**config.mk**
```make
export PLATFORM = sky130hd
export DESIGN_NAME = gpio_port_bank_flat
export DESIGN_NICKNAME = d
export VERILOG_FILES = /design/src/rtl/gpio_port_bank_pkg.sv /design/src/rtl/gpio_port_bank_if.sv /design/src/rtl/gpio_port_slice.sv /design/src/rtl/gpio_port_bank.sv /design/src/flat_wrapper.sv
export SDC_FILE = /design/constraint.sdc
export NUM_CORES = 1
export LEC_CHECK = 0
export CORE_AREA = 2 2 101 103
export CTS_CLUSTER_DIAMETER = 150
export DETAILED_ROUTE_END_ITERATION = 10
export DIE_AREA = 0 0 103 105
export MAX_ROUTING_LAYER = met4
export SYNTH_ARGS = -nofsm -noshare
export SYNTH_HDL_FRONTEND = slang
export SYNTH_HIERARCHICAL = 1
export SYNTH_SLANG_ARGS = --single-unit
```
**constraint.sdc**
```tcl
create_clock -name clk -period 8.9 [get_ports clk]
set_input_delay 1.78 -clock clk [delete_from_list [all_inputs] [get_ports clk]]
set_output_delay 1.78 -clock clk [all_outputs]
set_load 0.1 [all_outputs]
```
**src/rtl/gpio_port_bank_pkg.sv**
```systemverilog
// Shared constants and address helpers for the GPIO port bank.
// Default addresses follow the PIC16 midrange register map (PORTA/B, TRISA/B).
package gpio_bank_pkg;

  localparam logic [8:0] PORTA_ADDR = 9'h005;
  localparam logic [8:0] PORTB_ADDR = 9'h006;
  localparam logic [8:0] TRISA_ADDR = 9'h085;
  localparam logic [8:0] TRISB_ADDR = 9'h086;

  localparam int DEFAULT_NUM_PORTS = 2;
  localparam int DEFAULT_WIDTH     = 8;

  // 16F628A-style: only PORTB pins 7:4 have interrupt-on-change.
  localparam logic [15:0] PORTB_IOC_MASK = 16'hF000;

  // Offset of addr from a bank base; addresses below base wrap to large values and miss.
  function automatic logic [8:0] reg_offset(input logic [8:0] addr, input logic [8:0] base);
    return addr - base;
  endfunction

endpackage

```
**src/rtl/gpio_port_bank_if.sv**
```systemverilog
// Peripheral bus between the core's extern_peripherals port and a peripheral block.
// Read data and hit are combinational from addr on the slave side.
interface gpio_port_bank_if;
  logic [8:0] addr;
  logic       wr_en;
  logic       rd_en;
  logic [7:0] data_in;
  logic [7:0] data_out;
  logic       hit;

  modport master (output addr, wr_en, rd_en, data_in, input data_out, hit);
  modport slave  (input addr, wr_en, rd_en, data_in, output data_out, hit);
endinterface

```
**src/rtl/gpio_port_slice.sv**
```systemverilog
// One GPIO port: TRIS and latch registers, two-flop pin synchroniser, IOC snapshot.
// Register writes land at the next edge; pin changes reach reads and IOC after two edges.
module gpio_port_slice #(
  parameter int               WIDTH = 8,
  parameter logic [WIDTH-1:0] MASK  = '0
) (
  input  logic             clk,
  input  logic             rst,
  input  logic             i_wr_port,
  input  logic             i_wr_tris,
  input  logic             i_rd_snap,
  input  logic [WIDTH-1:0] i_wdata,
  input  logic [WIDTH-1:0] i_pins,
  output logic [WIDTH-1:0] o_latch,
  output logic [WIDTH-1:0] o_tris,
  output logic [WIDTH-1:0] o_port_rd,
  output logic             o_ioc
);

  logic [WIDTH-1:0] r_latch;
  logic [WIDTH-1:0] r_tris;
  logic [WIDTH-1:0] r_sync1;
  logic [WIDTH-1:0] r_sync2;
  logic [WIDTH-1:0] r_snap;
  logic [WIDTH-1:0] w_mismatch;

  always_ff @(posedge clk) begin
    if (rst) begin
      r_latch <= '0;
      r_tris  <= '1;
      r_sync1 <= '0;
      r_sync2 <= '0;
      r_snap  <= '0;
    end else begin
      r_sync1 <= i_pins;
      r_sync2 <= r_sync1;
      if (i_wr_port) r_latch <= i_wdata;
      if (i_wr_tris) r_tris  <= i_wdata;
      // Snapshot takes the pre-edge synced value, so a change landing on this edge still mismatches.
      if (i_rd_snap) r_snap  <= r_sync2;
    end
  end

  assign w_mismatch = (r_sync2 ^ r_snap) & MASK & r_tris;

  assign o_latch   = r_latch;
  assign o_tris    = r_tris;
  assign o_port_rd = (r_tris & r_sync2) | (~r_tris & r_latch);
  assign o_ioc     = |w_mismatch;

endmodule

```
**src/rtl/gpio_port_bank.sv**
```systemverilog
// NUM_PORTS GPIO ports behind one address decoder on the core's external peripheral bus.
// Read mux and hit are combinational; per-port IOC strobes are level, held until the port is read.
module gpio_port_bank
  import gpio_bank_pkg::*;
#(
  parameter int                          NUM_PORTS      = DEFAULT_NUM_PORTS,
  parameter int                          WIDTH          = DEFAULT_WIDTH,
  parameter logic [8:0]                  PORT_BASE_ADDR = PORTA_ADDR,
  parameter logic [8:0]                  TRIS_BASE_ADDR = TRISA_ADDR,
  parameter logic [NUM_PORTS*WIDTH-1:0]  IOC_MASK       = '0
) (
  input  logic                       clk,
  input  logic                       rst,
  gpio_port_bank_if.slave            bus,
  input  logic [NUM_PORTS*WIDTH-1:0] physical_in,
  output logic [NUM_PORTS*WIDTH-1:0] physical_out,
  output logic [NUM_PORTS*WIDTH-1:0] tris,
  output logic [NUM_PORTS-1:0]       ioc_strobe
);

  logic [8:0] w_port_off;
  logic [8:0] w_tris_off;
  logic       w_port_hit;
  logic       w_tris_hit;
  logic [7:0] w_port_rd [NUM_PORTS];
  logic [7:0] w_tris_rd [NUM_PORTS];

  assign w_port_off = reg_offset(bus.addr, PORT_BASE_ADDR);
  assign w_tris_off = reg_offset(bus.addr, TRIS_BASE_ADDR);
  assign w_port_hit = (w_port_off < 9'(NUM_PORTS));
  assign w_tris_hit = (w_tris_off < 9'(NUM_PORTS));

  for (genvar n = 0; n < NUM_PORTS; n++) begin : g_port
    logic             w_sel_port;
    logic             w_sel_tris;
    logic [WIDTH-1:0] w_rd;
    logic [WIDTH-1:0] w_tris;

    assign w_sel_port = w_port_hit && (w_port_off == 9'(n));
    assign w_sel_tris = w_tris_hit && (w_tris_off == 9'(n));

    gpio_port_slice #(
      .WIDTH (WIDTH),
      .MASK  (IOC_MASK[n*WIDTH +: WIDTH])
    ) u_slice (
      .clk       (clk),
      .rst       (rst),
      .i_wr_port (bus.wr_en & w_sel_port),
      .i_wr_tris (bus.wr_en & w_sel_tris),
      .i_rd_snap (bus.rd_en & w_sel_port),
      .i_wdata   (bus.data_in[WIDTH-1:0]),
      .i_pins    (physical_in[n*WIDTH +: WIDTH]),
      .o_latch   (physical_out[n*WIDTH +: WIDTH]),
      .o_tris    (w_tris),
      .o_port_rd (w_rd),
      .o_ioc     (ioc_strobe[n])
    );

    assign tris[n*WIDTH +: WIDTH] = w_tris;
    // Zero-extend to the 8-bit bus; upper bits read 0 for narrow ports.
    assign w_port_rd[n] = 8'(w_rd);
    assign w_tris_rd[n] = 8'(w_tris);
  end

  always_comb begin
    bus.data_out = '0;
    for (int i = 0; i < NUM_PORTS; i++) begin
      if (w_port_hit && (w_port_off == 9'(i))) bus.data_out = w_port_rd[i];
      else if (w_tris_hit && (w_tris_off == 9'(i))) bus.data_out = w_tris_rd[i];
    end
  end

  assign bus.hit = w_port_hit | w_tris_hit;

endmodule

```
**src/flat_wrapper.sv**
```systemverilog
// flat-port wrapper written by rule: the top's interface ports become plain ports
module gpio_port_bank_flat import gpio_bank_pkg::*;
#(
  parameter int                          NUM_PORTS      = DEFAULT_NUM_PORTS,
  parameter int                          WIDTH          = DEFAULT_WIDTH,
  parameter logic [8:0]                  PORT_BASE_ADDR = PORTA_ADDR,
  parameter logic [8:0]                  TRIS_BASE_ADDR = TRISA_ADDR,
  parameter logic [NUM_PORTS*WIDTH-1:0]  IOC_MASK       = '0
)
  (clk, rst, physical_in, physical_out, tris, ioc_strobe, bus_addr, bus_wr_en, bus_rd_en, bus_data_in, bus_data_out, bus_hit);
  gpio_port_bank_if bus_i ();
  input  logic clk;
  input  logic rst;
  input  logic [NUM_PORTS*WIDTH-1:0] physical_in;
  output logic [NUM_PORTS*WIDTH-1:0] physical_out;
  output logic [NUM_PORTS*WIDTH-1:0] tris;
  output logic [NUM_PORTS-1:0] ioc_strobe;
  input wire logic [$bits(bus_i.addr)-1:0] bus_addr;
  input wire logic [$bits(bus_i.wr_en)-1:0] bus_wr_en;
  input wire logic [$bits(bus_i.rd_en)-1:0] bus_rd_en;
  input wire logic [$bits(bus_i.data_in)-1:0] bus_data_in;
  output wire logic [$bits(bus_i.data_out)-1:0] bus_data_out;
  output wire logic [$bits(bus_i.hit)-1:0] bus_hit;
  assign bus_i.addr = bus_addr;
  assign bus_i.wr_en = bus_wr_en;
  assign bus_i.rd_en = bus_rd_en;
  assign bus_i.data_in = bus_data_in;
  assign bus_data_out = bus_i.data_out;
  assign bus_hit = bus_i.hit;
  gpio_port_bank #(.NUM_PORTS(NUM_PORTS), .WIDTH(WIDTH), .PORT_BASE_ADDR(PORT_BASE_ADDR), .TRIS_BASE_ADDR(TRIS_BASE_ADDR), .IOC_MASK(IOC_MASK)) u_core (.clk(clk), .rst(rst), .bus(bus_i), .physical_in(physical_in), .physical_out(physical_out), .tris(tris), .ioc_strobe(ioc_strobe));
endmodule
```
==> out/qor.txt <==
status: completed
Required @ worst endpoint: 7120 ps
grt total ovfl: 0
fin crit share: 82.92%
Port Buffer Count: 76
Num CTS Buffers: 9
clock sinks: 64
Sw Share: 23.52%
Post-Layout Cell Count: 492
Slew @ Worst Pin: 1029 ps
post-DP HPWL: 5.080 mm
Final Util: 40.16%
FMAX: 0.1355 GHz
drc violations: 0
Tot Pwr: 0.6061 mW
First-pass DRT Iterations: 4
vias: 2278
Initial Utilization: 29.32%
worst skew pair latency: 340 ps
Slew Limit Headroom: 31.13%
Hold Path Stages: 1
placed insts: 476
endpoints failing setup: 0
crit-path max FO: 12
R2R cell count: 2
Critical Path Source: bus_addr[1]
row count: 36
Placed Area: 3664 um2
maximum vdd drop: 0.09316 mV
worst slack, placed: 1599 ps
Worst Path Arrival: 5600 ps
CP endpoint: bus_data_out[1]
final hold violations: 0
Area Overhead vs Synth: 36.96%
post-route ant nets: 0
Clk pwr share: 42.2%
hold crit path type: reg -> reg
Reg power frac: 48.6%
drt wl/cell: 14.95 um
Worst R2R Setup Slack: 8020 ps
die width: 103 um
Diodes inserted: 0
global-route usage over all layers: 14.05%
Comb pwr share: 9.2%
Post CTS Setup Buffer Count: 0
DR iter-0 viols: 122
maxcap violations: 0
final hold slack: 432.8 ps
Core Area: 9639 um2
pwr dens: 156.6 nW/um2
maximum root-to-sink buffer count: 2
Via density: 4.630
worst setup margin: 1520 ps
RSZ-0062 raised after global routing: false
Placer Congestion: 0.7871
pin count of the biggest net entering global routing: 65
share of post-route cells with drive strength above 1: 17.27%
Reg2Reg Launch Point: u_core/g_port[1].u_slice/o_tris[0]
TNS Setup: 0 ps
Pint: 0.4636 mW
die area: 10820 um2
CTS root buf: clkbuf_8
nets: 394
Setup crit end kind: output pin
Yosys warning count: 6
H-tree depth: 3
CTS hold repair buffers: 0
io pins: 80
Reg-to-Reg End: u_core/g_port[1].u_slice/o_tris[0]
Final Skew: 3.314 ps
Leakage Power: 1.396 nW
CTS tree: built
final instance area: 3871 um2
Worst-path clk slew: 70 ps
crit path kind: in -> out
Post-Route WL: 7.356 mm
Die Y: 105 um
P_sw: 0.1426 mW
Worst setup SP type: input pin
final critical-path required period: 7380 ps
Mapped Area: 2826 um2
post-CTS resize count: 0
cell count after synthesis: 281
initial antenna violation count: 0
syn avg cell area: 10.06 um2
vias in the first global route: 2193
Mapped Nets: 321
first-pass GRT wire length: 11.21 mm
Pins Over Slew Limit: 0
## worst max-delay path, stage by stage
cell and delay, ps:
clkdlybuf4s50_1 530, inv_1 130, ha_1 260, nor2b_1 110
or4b_1 490, a211oi_2 750, and3_1 520, a21boi_4 360
a2bb2oi_1 310, buf_4 350
## per-layer routing
metal | up-vias | wire length (um) | GRT usage (%)
met5 | - | 0 | -
met4 | 0 | 102 | 5.639
met3 | 8 | 375 | 3.344
met2 | 60 | 3274 | 20.92
met1 | 1073 | 3603 | 18.22
li1 | 1137 | - | -
## cells in the final DEF (no fill, tap or decap), types with 2 or more instances in the layout
cell             count
conb_1               2
buf_4               12
inv_1                3
ha_1                 3
and2b_1              6
o21ai_0              3
a21oi_1             11
nor2_1              21
mux2i_1             16
nand2b_1             2
mux2_2              16
nor2b_1             44
a211o_1              4
a211o_2             12
clkinvlp_4           3
nand2_1             11
clkbuf_8            11
o22ai_1              8
dfxtp_1             64
o211ai_1            10
clkdlybuf4s50_1     67
a2bb2oi_1            8
## final cells by class
cell class | count | area [um2]
clock buffers | 12 | 155.1
inverters | 3 | 11.26
well taps | 133 | 166.4
flip-flops and latches | 64 | 1281
fillers | 956 | 5768
clock inverters | 4 | 52.55
repair buffers | 80 | 765.7
multi-input cells | 196 | 1439
## flip-flops by register name, indices dropped and copies added, names as in the netlist
register / flops
u_core/g_port.u_slice/r_sync2: 16
u_core/g_port.u_slice/r_sync1: 16
u_core/g_port.u_slice/o_tris: 16
u_core/g_port.u_slice/o_latch: 16
## power groups by stage
| stage | Sequential (mW) | Combinational (mW) | Clock, mW |
|---|---|---|---|
| after floorplan | 0.301 | 0.0296 | 0 |
| after global placement | 0.301 | 0.0549 | 0 |
| after detailed placement | 0.301 | 0.0554 | 0 |
| after CTS | 0.294 | 0.0558 | 0.266 |
| after global routing | 0.295 | 0.0603 | 0.280 |
| final | 0.294 | 0.0557 | 0.256 |
## worst min path at each step
| stage | from | endpoint | slack [ps] |
|---|---|---|---|
| floorplan | u_core/g_port[0].u_slice/r_sync1[0] | u_core/g_port[0].u_slice/r_sync2[0] | 410 |
| global placement | u_core/g_port[0].u_slice/r_sync1[1] | u_core/g_port[0].u_slice/r_sync2[1] | 420 |
| detailed placement | u_core/g_port[0].u_slice/r_sync1[4] | u_core/g_port[0].u_slice/r_sync2[4] | 420 |
| CTS | u_core/g_port[1].u_slice/r_sync1[0] | u_core/g_port[1].u_slice/r_sync2[0] | 440 |
| global route | u_core/g_port[0].u_slice/r_sync1[4] | u_core/g_port[0].u_slice/r_sync2[4] | 450 |
| finish | u_core/g_port[0].u_slice/r_sync1[4] | u_core/g_port[0].u_slice/r_sync2[4] | 430 |
Power figures use the tool's default switching activity.
